**src/rtl/player_action_input_pkg.sv**
```systemverilog
// Shared types and keycode constants for the poker player-input path.
// The HOLD_REPEAT_EN macro enables arrow-key auto-repeat in key_press_detect.
package player_action_input_pkg;

    typedef enum logic [1:0] {
        FOLD       = 2'd0,
        CHECK_CALL = 2'd1,
        BET_RAISE  = 2'd2,
        ALL_IN     = 2'd3
    } action_t;

    localparam logic [7:0] KEY_NONE  = 8'h00;
    localparam logic [7:0] KEY_A     = 8'h04;
    localparam logic [7:0] KEY_B     = 8'h05;
    localparam logic [7:0] KEY_C     = 8'h06;
    localparam logic [7:0] KEY_F     = 8'h09;
    localparam logic [7:0] KEY_ENTER = 8'h28;
    localparam logic [7:0] KEY_ESC   = 8'h29;
    localparam logic [7:0] KEY_DOWN  = 8'h51;
    localparam logic [7:0] KEY_UP    = 8'h52;

    function automatic logic [10:0] min_chips(input logic [10:0] a, input logic [10:0] b);
        return (a < b) ? a : b;
    endfunction

endpackage

```
**src/rtl/player_action_input_key_press_detect.sv**
```systemverilog
// Turns a level-held keycode into a one-cycle press pulse.
// With HOLD_REPEAT_EN defined, a held key (while repeat_en) also fires repeat pulses.
module key_press_detect #(
    parameter int REPEAT_DELAY  = 25_000_000,
    parameter int REPEAT_PERIOD = 5_000_000
) (
    input  logic       Clk,
    input  logic       Reset,
    input  logic [7:0] keycode,
    input  logic       repeat_en,
    output logic       press
);
    import player_action_input_pkg::*;

    logic [7:0] prev_key;
    logic       strobe;

    // NOTE: sequential state uses non-blocking assignments so every register samples pre-edge values.
    always_ff @(posedge Clk) begin
        if (Reset) prev_key <= KEY_NONE;
        else       prev_key <= keycode;
    end

    assign strobe = (keycode != KEY_NONE) && (keycode != prev_key);

`ifdef HOLD_REPEAT_EN
    localparam int CW = $clog2(REPEAT_DELAY + REPEAT_PERIOD + 1);
    localparam logic [CW-1:0] FIRST_AT = CW'(REPEAT_DELAY);
    localparam logic [CW-1:0] NEXT_AT  = CW'(REPEAT_DELAY + REPEAT_PERIOD);
    localparam logic [CW-1:0] RELOAD   = CW'(REPEAT_DELAY + 1);

    // hold_cnt equals the number of cycles since the press edge; it loops between RELOAD and NEXT_AT.
    logic [CW-1:0] hold_cnt;
    logic          repeat_fire;

    assign repeat_fire = repeat_en && (keycode == prev_key)
                         && ((hold_cnt == FIRST_AT) || (hold_cnt == NEXT_AT));

    always_ff @(posedge Clk) begin
        if (Reset || !repeat_en)         hold_cnt <= '0;
        else if (keycode != prev_key)    hold_cnt <= CW'(1);
        else if (hold_cnt == NEXT_AT)    hold_cnt <= RELOAD;
        else                             hold_cnt <= hold_cnt + CW'(1);
    end

    assign press = strobe | repeat_fire;
`else
    localparam int unused_repeat_cfg = REPEAT_DELAY + REPEAT_PERIOD;
    logic unused_repeat_en;
    assign unused_repeat_en = repeat_en;
    assign press = strobe;
`endif

endmodule

```
**src/rtl/player_action_input.sv**
```systemverilog
// Keyboard-driven action selector: one validated action per turn for the poker FSM.
// Optional arrow auto-repeat is enabled by defining HOLD_REPEAT_EN.
module player_action_input
    import player_action_input_pkg::*;
#(
    parameter int BET_STEP      = 10,
    parameter int REPEAT_DELAY  = 25_000_000,
    parameter int REPEAT_PERIOD = 5_000_000
) (
    input  logic             Clk,
    input  logic             Reset,
    input  logic [7:0]       keycode,
    input  logic             turn_active,
    input  logic             current_player,
    input  logic [1:0][10:0] player_stacks,
    input  logic [10:0]      min_bet_or_raise,
    input  logic [10:0]      call_size,
    input  logic             if_BetCheck,
    input  logic             action_ready,
    output logic             action_valid,
    output action_t          action_type,
    output logic [10:0]      action_amount,
    output logic [10:0]      bet_amount,
    output logic             editing
);

    typedef enum logic [1:0] {WAIT_TURN, SELECT, ADJUST, ISSUE} action_state_t;

    localparam logic [11:0] STEP_W = 12'(BET_STEP);

    action_state_t state, next_state;
    logic          turn_armed;
    logic          press;
    logic          repeat_en;
    logic [10:0]   stack, floor_amt, bet_up, bet_down;
    logic [11:0]   up_sum;

    assign stack     = player_stacks[current_player];
    assign floor_amt = min_chips(min_bet_or_raise, stack);
    assign repeat_en = (state == ADJUST) && ((keycode == KEY_UP) || (keycode == KEY_DOWN));

    // Arithmetic is one bit wider so the step can neither overflow upward nor wrap below the floor.
    assign up_sum   = {1'b0, bet_amount} + STEP_W;
    assign bet_up   = (up_sum > {1'b0, stack}) ? stack : up_sum[10:0];
    assign bet_down = ({1'b0, bet_amount} >= ({1'b0, floor_amt} + STEP_W))
                      ? (bet_amount - STEP_W[10:0]) : floor_amt;

    key_press_detect #(
        .REPEAT_DELAY (REPEAT_DELAY),
        .REPEAT_PERIOD(REPEAT_PERIOD)
    ) u_key (
        .Clk      (Clk),
        .Reset    (Reset),
        .keycode  (keycode),
        .repeat_en(repeat_en),
        .press    (press)
    );

    always_ff @(posedge Clk) begin
        if (Reset) state <= WAIT_TURN;
        else       state <= next_state;
    end

    // NOTE: next_state gets a default first so no path through the case infers a latch.
    always_comb begin
        next_state = state;
        case (state)
            WAIT_TURN: if (turn_active && turn_armed) next_state = SELECT;
            SELECT: begin
                if (!turn_active) next_state = WAIT_TURN;
                else if (press) begin
                    case (keycode)
                        KEY_F, KEY_C, KEY_A: next_state = ISSUE;
                        KEY_B:               next_state = ADJUST;
                        default:             next_state = SELECT;
                    endcase
                end
            end
            ADJUST: begin
                if (!turn_active) next_state = WAIT_TURN;
                else if (press && keycode == KEY_ENTER) next_state = ISSUE;
                else if (press && keycode == KEY_ESC)   next_state = SELECT;
            end
            ISSUE: if (action_ready) next_state = WAIT_TURN;
            default: next_state = WAIT_TURN;
        endcase
    end

    always_comb begin
        action_valid = 1'b0;
        editing      = 1'b0;
        case (state)
            ISSUE:   action_valid = 1'b1;
            ADJUST:  editing      = 1'b1;
            default: ;
        endcase
    end

    // A turn is re-armed only after turn_active is seen low, so one assertion yields one action.
    always_ff @(posedge Clk) begin
        if (Reset) begin
            bet_amount    <= '0;
            action_type   <= FOLD;
            action_amount <= '0;
            turn_armed    <= 1'b1;
        end else begin
            if (state == ISSUE && action_ready) turn_armed <= 1'b0;
            else if (!turn_active)              turn_armed <= 1'b1;

            case (state)
                WAIT_TURN: if (turn_active && turn_armed) bet_amount <= floor_amt;
                SELECT: if (turn_active && press) begin
                    case (keycode)
                        KEY_F: begin
                            action_type   <= FOLD;
                            action_amount <= '0;
                        end
                        KEY_C: begin
                            action_type   <= CHECK_CALL;
                            action_amount <= if_BetCheck ? 11'd0 : min_chips(call_size, stack);
                        end
                        KEY_A: begin
                            action_type   <= ALL_IN;
                            action_amount <= stack;
                        end
                        default: ;
                    endcase
                end
                ADJUST: if (turn_active && press) begin
                    case (keycode)
                        KEY_UP:   bet_amount <= bet_up;
                        KEY_DOWN: bet_amount <= bet_down;
                        KEY_ESC:  bet_amount <= floor_amt;
                        KEY_ENTER: begin
                            action_type   <= (bet_amount == stack) ? ALL_IN : BET_RAISE;
                            action_amount <= bet_amount;
                        end
                        default: ;
                    endcase
                end
                default: ;
            endcase
        end
    end

endmodule

```
**config.mk**
```make
export PLATFORM = sky130hd
export DESIGN_NAME = player_action_input
export DESIGN_NICKNAME = d
export VERILOG_FILES = /design/src/rtl/player_action_input_pkg.sv /design/src/rtl/player_action_input_key_press_detect.sv /design/src/rtl/player_action_input.sv
export SDC_FILE = /design/constraint.sdc
export NUM_CORES = 1
export LEC_CHECK = 0
export CAP_MARGIN = 20
export CORE_MARGIN = 5
export CORE_UTILIZATION = 40
export DETAILED_ROUTE_END_ITERATION = 10
export GPL_TIMING_DRIVEN = 0
export REMOVE_ABC_BUFFERS = 1
export SYNTH_ARGS = -nofsm -noshare
export SYNTH_HDL_FRONTEND = slang
export SYNTH_HIERARCHICAL = 1
export SYNTH_SLANG_ARGS = --single-unit
```
**constraint.sdc**
```tcl
create_clock -name Clk -period 12.1 [get_ports Clk]
set_input_delay 1.815 -clock Clk [delete_from_list [all_inputs] [get_ports Clk]]
set_output_delay 1.815 -clock Clk [all_outputs]
set_load 0.01 [all_outputs]
```
==> impl_metrics.toml <==
[place]
port_buffers = 83
dp_hpwl_mm = 10.03
dpl-instance-area_um2 = 4996
gp_congestion = 0.9331
dp.cells = 730

[timing]
final.min_clock_period_ns = 8.468
final.setup.tns_ns = 0
worst_pin_slew_ns = 1.039
fmax_mhz = 118.1
relSlewSlack_pct = 28.78
fin_skew_ns = 0.008801
fin_crit_sh_pct = 69.98
rsz0062_at_grt = "no"
hold_viol = 0
whs_ns = 0.5029
setup_viol = 0
final-max-slew-violation-count = 0

[clock_tree]
cts_max_path_buffers = 2
htree_levels = 2
cts_hold_buffers = 0
cts_root_buf = "clkbuf_8"
cts.sinks = 35
clk_transition_reported_paths_ns = 0.09
cts_resized = 0
post_cts_buffers = 0
clkLatencyLatePin_ns = 0.30
cts_buffers = 5
cts_tree = "built"

[routing]
wl_per_cell_um = 17.37
antenna_left = 0
drc_errors = 0
dr.pass1.iters = 5
dr_total_vias = 4337
first_iter_violations = 282
via_per_inst = 5.861
totalWireLength_mm = 12.86

[hold_path]
worst_hold_startpoint = "action_amount[10]$_SDFFE_PP0P_"
worst_hold_path.endpoint = "action_amount[10]$_SDFFE_PP0P_"
hold_class = "register to register"
hold_path_depth = 2

[power_and_ir_drop]
p_leak_nw = 2.013
p_per_area_nw_per_um2 = 90.51
vdd_drop_max_uv = 66.00

[finish]
final_area_um2 = 5126
utilization_pct = 50.33
layout.nets = 709
diodes = 0
fill_cells = 1011
layout-drive-gt1-share_pct = 4.636
instances_no_fill = 740
syn_to_final_growth_pct = 24.26

[critical_path]
cpMostUsedCell = "mux2i_1"
path_buf_inv = 1
crit_path_start_kind = "primary input"
r2r_slack_ns = 8.38
r2r_start = "bet_amount[5]$_SDFFE_PP0P_"
path_class = "primary input to register"
r2r_end = "bet_amount[7]$_SDFFE_PP0P_"
crit_path_end_kind = "register"
path_depth = 20
critPathTopFamily = "compound AO/OA/AOI/OAI gates"
slowest_delay_ns = 1.01
crit_required_ns = 12.33
cpMaxStageDelayCell = "clkdlybuf4s50_1"
reg2reg_depth = 13
crit_fanout = 31
arrival_ns = 8.70
path_cells = "clkdlybuf4s50_1, mux2i_1, ha_1, nand3_1, a21boi_0, nor3_1, nand2_1, mux2i_1, nand2b_1, xnor2_1, mux2i_1, ha_1, a21o_1, a21oi_1, o21ai_0, a221oi_1, nor3_2, o21ai_1, nand2b_1, a31oi_1"

[floorplanning]
core_area_um2 = 10180
dieWidth_um = 111.6
die_height_um = 111.6
ioPinCount = 84
start_util_pct = 40.50
rows = 37
dieArea_um2 = 12440

[logic_synthesis]
synthCells = 539
syn_area_per_cell_um2 = 7.653
yosys_warnings = 6
synth_area_um2 = 4125

[grt]
globalRouteTotalUtil_pct = 20.35
antenna_found_initial = 0
grt_max_degree = 32
grt_overflow = 0
grt_pass1_wl_mm = 21.22
grt_pass1_vias = 4290

[flow_run]
drv_cap = 0

[run_status]
outcome = "finished, final reports clean"
worst max path at each step:
stage                   start                    endpoint
2_1_floorplan  current_player  bet_amount[8]$_SDFFE_PP0P_
3_3_place_gp   current_player  bet_amount[3]$_SDFFE_PP0P_
3_5_place_dp   current_player  bet_amount[8]$_SDFFE_PP0P_
4_1_cts        current_player  bet_amount[5]$_SDFFE_PP0P_
5_1_grt        current_player  bet_amount[8]$_SDFFE_PP0P_
6_report       current_player  bet_amount[5]$_SDFFE_PP0P_
sequential cells by signal (all words and copies together), names as in the netlist:
signal          cells
action_amount      11
action_type         2
bet_amount         11
state               2
turn_armed          1
u_key/prev_key      8
final cells by class:
cell class / instances / area (um^2) / share of cell area (%)
flip-flops and latches: 35 / 700.7 / 13.67
well taps: 136 / 170.2 / 3.319
inverters: 21 / 80.08 / 1.562
clock buffers: 6 / 82.58 / 1.611
repair buffers: 85 / 843.3 / 16.45
multi-input cells: 455 / 3214 / 62.70
clock inverters: 2 / 35.03 / 0.6834
stage by stage:
stage / power, mW / setup WS [ns]
after floorplan: 0.2675 / 5.734
after global placement: 0.3443 / 3.363
after detailed placement: 0.3490 / 3.240
after CTS: 0.4639 / 3.548
after global routing: 0.4969 / 3.105
final: 0.4640 / 3.632
worst reg2reg max path, delay by kind of cell, from the launching register on:
family / cells / cell delay (ns)
flops: 1 / 0.71
simple gates: 7 / 1.77
xor+xnor: 1 / 0.19
fa+ha+maj: 1 / 0.32
compound gates: 4 / 0.66
placed cells by master, fill, tap and decap left out, drive strengths merged, types with 8 or more instances in the layout:
| master | n |
|---|---|
| clkdlybuf4s50 | 83 |
| a221oi | 16 |
| nor4 | 18 |
| nor3 | 18 |
| nand3 | 16 |
| mux2i | 15 |
| a21oi | 31 |
| inv | 19 |
| xnor2 | 23 |
| o21ai | 46 |
| nor2 | 44 |
| nor2b | 17 |
| xor2 | 20 |
| dfxtp | 35 |
| ha | 48 |
| nand2 | 40 |
| a31oi | 8 |
| nand4 | 9 |
metal layers:
layer / wire length (um) / share of wire, % / GRT usage (%)
met5: 0 / 0 / 0
met3: 821 / 6.4 / 3.696
met2: 5715 / 44 / 32.73
met1: 6112 / 48 / 27.60
met4: 206 / 1.6 / 6.569
where the power goes:
group	switching [mW]	internal (mW)	total (mW)
registers	0.0169	0.124	0.141
clock network	0.0489	0.0668	0.116
logic	0.111	0.0965	0.207
total	0.176	0.288	0.464
(Power assumes the default switching activity.)
